## config.mk

```make
export PLATFORM = sky130hd
export DESIGN_NAME = next_pc_unit
export DESIGN_NICKNAME = d
export VERILOG_FILES = /design/src/rtl/microP_defs_pkg.sv /design/src/rtl/next_pc_unit_ret_stack.sv /design/src/rtl/next_pc_unit.sv
export SDC_FILE = /design/constraint.sdc
export NUM_CORES = 1
export LEC_CHECK = 0
export CAP_MARGIN = 40
export CORE_MARGIN = 2
export CORE_UTILIZATION = 45
export CTS_CLUSTER_DIAMETER = 120
export DETAILED_ROUTE_END_ITERATION = 6
export GPL_ROUTABILITY_DRIVEN = 0
export PLACE_DENSITY = 0.69
export SYNTH_ARGS = -nofsm -noshare
export SYNTH_HDL_FRONTEND = slang
export SYNTH_SLANG_ARGS = --single-unit
```

## constraint.sdc

```tcl
create_clock -name clk -period 3.1 [get_ports clk]
set_clock_uncertainty 0.2 [all_clocks]
set_input_delay 0.62 -clock clk [delete_from_list [all_inputs] [get_ports clk]]
set_output_delay 0.62 -clock clk [all_outputs]
set_load 0.05 [all_outputs]
```

## src/rtl/microP_defs_pkg.sv

```systemverilog
// Shared microprocessor definitions: address width, reset vector and
// the encodings of the next-PC sequencer states.
package microP_defs;

  localparam int ADDR_W = 8;
  localparam logic [ADDR_W-1:0] RESET_VECTOR = 8'h00;
  localparam int STACK_DEPTH = 4;

  typedef enum logic [1:0] {
    BOOT = 2'd0,
    RUN  = 2'd1,
    HALT = 2'd2
  } fsmState_t;

endpackage

```

## src/rtl/next_pc_unit_ret_stack.sv

```systemverilog
// Return-address LIFO. Only the pointer is reset; the entries are left
// as they are because an empty pointer makes them unreachable.
module ret_stack #(
  parameter int WIDTH = 8,
  parameter int DEPTH = 4
) (
  input  logic             clk,
  input  logic             reset,
  input  logic             push,
  input  logic             pop,
  input  logic [WIDTH-1:0] pushData,
  output logic [WIDTH-1:0] top,
  output logic             full,
  output logic             empty
);

  localparam int IDX_W = $clog2(DEPTH);

  logic [IDX_W:0]   ptr;
  logic [IDX_W-1:0] topIdx;
  logic [WIDTH-1:0] mem [DEPTH];

  assign full   = (ptr == (IDX_W+1)'(DEPTH));
  assign empty  = (ptr == '0);
  assign topIdx = ptr[IDX_W-1:0] - IDX_W'(1);
  assign top    = mem[topIdx];

  // The pointer counts entries 0..DEPTH; a push on full or a pop on empty is dropped.
  always_ff @(posedge clk or posedge reset) begin
    if (reset) begin
      ptr <= '0;
    end else if (push && !full) begin
      ptr <= ptr + (IDX_W+1)'(1);
    end else if (pop && !empty) begin
      ptr <= ptr - (IDX_W+1)'(1);
    end
  end

  always_ff @(posedge clk) begin
    if (push && !full) begin
      mem[ptr[IDX_W-1:0]] <= pushData;
    end
  end

endmodule

```

## src/rtl/next_pc_unit.sv

```systemverilog
// Next-PC producer: boot/run/halt sequencer, control priority mux,
// address adders and a return-address stack feeding the pc block.
module next_pc_unit #(
  parameter int ADDR_W = microP_defs::ADDR_W,
  parameter logic [ADDR_W-1:0] RESET_VECTOR = microP_defs::RESET_VECTOR,
  parameter int STACK_DEPTH = microP_defs::STACK_DEPTH
) (
  input  logic              clk,
  input  logic              reset,
  input  logic [ADDR_W-1:0] pc_in,
  input  logic              stall,
  input  logic              branch_taken,
  input  logic [ADDR_W-1:0] branch_off,
  input  logic              jump,
  input  logic              call,
  input  logic              ret,
  input  logic [ADDR_W-1:0] target,
  input  logic              halt_req,
  output logic [ADDR_W-1:0] next_pc,
  output logic              valid,
  output logic              halted,
  output logic              stk_ovf,
  output logic              stk_unf
);

  import microP_defs::*;

  fsmState_t         state;
  fsmState_t         stateNext;
  logic              update;
  logic [ADDR_W-1:0] pcInc;
  logic [ADDR_W-1:0] nextAddr;
  logic [ADDR_W-1:0] stackTop;
  logic              stackFull;
  logic              stackEmpty;
  logic              doPush;
  logic              doPop;
  logic              setOvf;
  logic              setUnf;

  always_ff @(posedge clk or posedge reset) begin
    if (reset) begin
      state <= BOOT;
    end else begin
      state <= stateNext;
    end
  end

  // A stalled halt request is discarded like any other control.
  always_comb begin
    stateNext = state;
    unique case (state)
      BOOT:    stateNext = RUN;
      RUN:     if (!stall && halt_req) stateNext = HALT;
      HALT:    stateNext = HALT;
      default: stateNext = BOOT;
    endcase
  end

  always_comb begin
    valid  = (state == RUN);
    halted = (state == HALT);
  end

  assign update = (state == RUN) && !stall && !halt_req;
  assign pcInc  = pc_in + ADDR_W'(1);

  // Priority ret > call > jump > branch > sequential; halt already excluded by update.
  always_comb begin
    nextAddr = pcInc;
    doPush   = 1'b0;
    doPop    = 1'b0;
    setOvf   = 1'b0;
    setUnf   = 1'b0;
    if (ret) begin
      if (stackEmpty) begin
        setUnf = update;
      end else begin
        nextAddr = stackTop;
        doPop    = update;
      end
    end else if (call) begin
      nextAddr = target;
      if (stackFull) begin
        setOvf = update;
      end else begin
        doPush = update;
      end
    end else if (jump) begin
      nextAddr = target;
    end else if (branch_taken) begin
      nextAddr = pc_in + branch_off;
    end
  end

  always_ff @(posedge clk or posedge reset) begin
    if (reset) begin
      next_pc <= RESET_VECTOR;
      stk_ovf <= 1'b0;
      stk_unf <= 1'b0;
    end else begin
      if (update) next_pc <= nextAddr;
      if (setOvf) stk_ovf <= 1'b1;
      if (setUnf) stk_unf <= 1'b1;
    end
  end

  ret_stack #(
    .WIDTH(ADDR_W),
    .DEPTH(STACK_DEPTH)
  ) uRetStack (
    .clk     (clk),
    .reset   (reset),
    .push    (doPush),
    .pop     (doPop),
    .pushData(pcInc),
    .top     (stackTop),
    .full    (stackFull),
    .empty   (stackEmpty)
  );

endmodule

```

==> results.ini <==
[run_status]
status = completed

[floorplan]
core_mm2 = 0.00589
start_util_pct = 46.6
die_area_mm2 = 0.00673
rows = 28
die_w_um = 82.0
num_io_pins = 44
fp.dieH_um = 82.0

[global_route]
grtUsageTotal_pct = 20.4
grt_first_pass_wirelength_um = 9960
antenna_found_initial = 0
grt_pass1_vias = 2008
overflow = 0
grt_max_degree = 20

[min_path]
hp-class = flop to flop
holdPathEnd = stk_unf
min_from = stk_unf
holdPathStages = 1

[logic_synthesis]
async_flop_share_pct = 31.9
synth.distinct_cells = 56
syn_avg_cell_area_um2 = 11.5
synth_cells = 238
synth-main-ff-cell = edfxtp_1
syn_nets = 287
syn_area_mm2 = 0.00274
yosys_warnings = 0
synth_edf_count = 32
ys_seq_elements = 47
yosysSeqAreaShare_pct = 48.8

[worst_setup_path]
crit_path_max_incr_delay_ps = 480
rr_endpoint = uRetStack.ptr[2]
cp_slowest_cell = clkdlybuf4s50_1
worst_setup_path_end_kind = flop
cpLargestDelayFamily = compound AO/OA/AOI/OAI gates
crit_path_cell_trace = clkdlybuf4s50_1 > ha_1 > inv_1 > fa_1 > nor2b_1 > o31a_1 > a21oi_1 > a2111oi_0 > o21ai_1
crit_type = input port to flop
r2r_start = state[1]
cp_max_fo = 3
critPathArrivalTime_ps = 2690
ff2ff_setup_slack_ps = 670
reg2regPathDepth = 10
start_kind = input port
crit_buf_inv = 2
cp.required_ps = 3070

[drt]
drt_iter0_markers = 99
drtAntennaViolNets = 0
drc_errors = 0
wire_per_inst_um = 17.1
routed_wl_um = 6310
first_pass_iters = 4
via_count = 2067
vias_per_cell = 5.60

[clock_network]
cts_inserted_buffers = 5
cts_tree = done
post_cts_buffers = 0
root_buffer = clkbuf_8
cts_num_sinks = 47
clkTransAtPathRegs_ps = 90
cts_hold_buf = 0
cts_resized = 0
clockBufferDepth = 2
clkLatencyLatePin_ps = 300
htreeDepth = 2

[power_and_ir_drop]
p_total_w = 0.00235
p_per_area_mw_per_mm2 = 689
leakagePower_nw = 1.31
max-vdd-ir-drop_v = 0.000435

[placed_design]
dp_cells = 361
numPortBuffers = 43
preCtsSetupSlack_ps = 89.2
hpwlAfterDp_um = 4730

[job]
maxCapViolations = 0

[timing]
slew_violations = 0
setup_ws_ps = 388
tightest_slew_ps = 709
setup_violations = 0
rsz0062_at_grt = no
slew_headroom_pct = 52.6
fmax_mhz = 369
finalSetupTns_ps = 0
final-hold-violation-count = 0
finalCritPeriodShare_pct = 87.5
layout_min_cycle_time_ps = 2710

[final_layout]
antenna_cells = 0
fillers = 525
layoutNonFillerInstCount = 369
final_nets = 342
final_core_util_pct = 58.0
seqCellArea_mm2 = 0.00134
multiInputGateArea_mm2 = 0.00130
drive_gt1_share_pct = 12.6
syn_to_final_growth_pct = 24.5

## how the worst max path moves through the flow
stage	start	to	depth (start not counted)
2_1_floorplan	state[1]	uRetStack.ptr[2]	10
3_3_place_gp	pc_in[0]	next_pc[4]	9
3_5_place_dp	pc_in[0]	next_pc[4]	9
4_1_cts	pc_in[0]	next_pc[4]	9
5_1_grt	pc_in[1]	next_pc[4]	8
6_report	pc_in[0]	next_pc[4]	9
## cell type report
type                            instances  area share (%)
Tap cell                               75            2.75
Inverter                               17            1.87
Multi-Input combinational cell        166            38.1
Timing Repair Buffer                   56            15.5
Sequential cell                        47            39.2
Clock buffer                            6            2.13
Clock inverter                          2           0.477
## synth_stat cells, drive strengths merged, types with 5 or more instances
cell    number  area [um^2]
a21oi       10         53.8
clkbuf       6         22.5
dfrtp       15          375
edfxtp      32          961
ha          16          200
inv         17         63.8
mux4         8          180
nand2       13         48.8
nand3        8         40.0
nor2        24          100
o21ai       17         85.1
xnor2        6         52.6
xor2         5         43.8
## layer usage
layer / GRT usage, % / wire [um]
met5: 0 / 0
met2: 30.7 / 2970
met3: 4.73 / 350
met4: 7.50 / 98
met1: 28.7 / 2890
## sequential cells by signal, indices dropped and copies added (netlist names)
| register | flops |
|---|---|
| uRetStack.mem | 32 |
| state | 2 |
| stk_unf | 1 |
| uRetStack.ptr | 3 |
| stk_ovf | 1 |
| next_pc | 8 |
## cells in the final DEF (no fill, tap or decap), types with 2 or more instances in the layout
cell,n
a211oi_1,3
a21o_1,2
a21oi_1,9
a31oi_1,4
and2_1,4
and3_1,3
buf_4,13
clkbuf_8,5
clkdlybuf4s50_1,43
dfrtp_1,15
edfxtp_1,32
ha_1,16
inv_1,16
mux2i_1,4
mux4_2,8
nand2_1,13
nand2b_1,3
nand3_1,8
nor2_1,22
o2111ai_1,2
o211ai_1,4
o21a_1,2
o21ai_0,13
o21ai_1,4
o22ai_1,2
or3_1,2
xnor2_1,6
xor2_1,5
## logic make-up after synthesis
kind of cell | Yosys count | share of synthesized area (%)
and+or+nand+nor | 67 | 12.7
buffers and inverters | 25 | 3.74
adders and majority gates | 17 | 8.04
muxes | 13 | 8.45
xor gates and xnor gates | 11 | 3.52
AOI/OAI and AO/OA | 58 | 14.8
DFF | 47 | 48.8
## stage by stage
stage               area, um^2  hold slack, ps
CTS                       3410             278
detailed placement        3320             254
finish                    3410             279
floorplan                 2740             297
global route              3410             295
global placement          3320             253
## report_power, final
part,total (W),switching (W),internal (W),leakage [nW]
sequential,0.000840,0.0000711,0.000769,0.463
clock,0.000372,0.000210,0.000162,0.0418
combinational,0.00114,0.000666,0.000473,0.808
total,0.00235,0.000947,0.00140,1.31
Power figures use the tool's default switching activity.
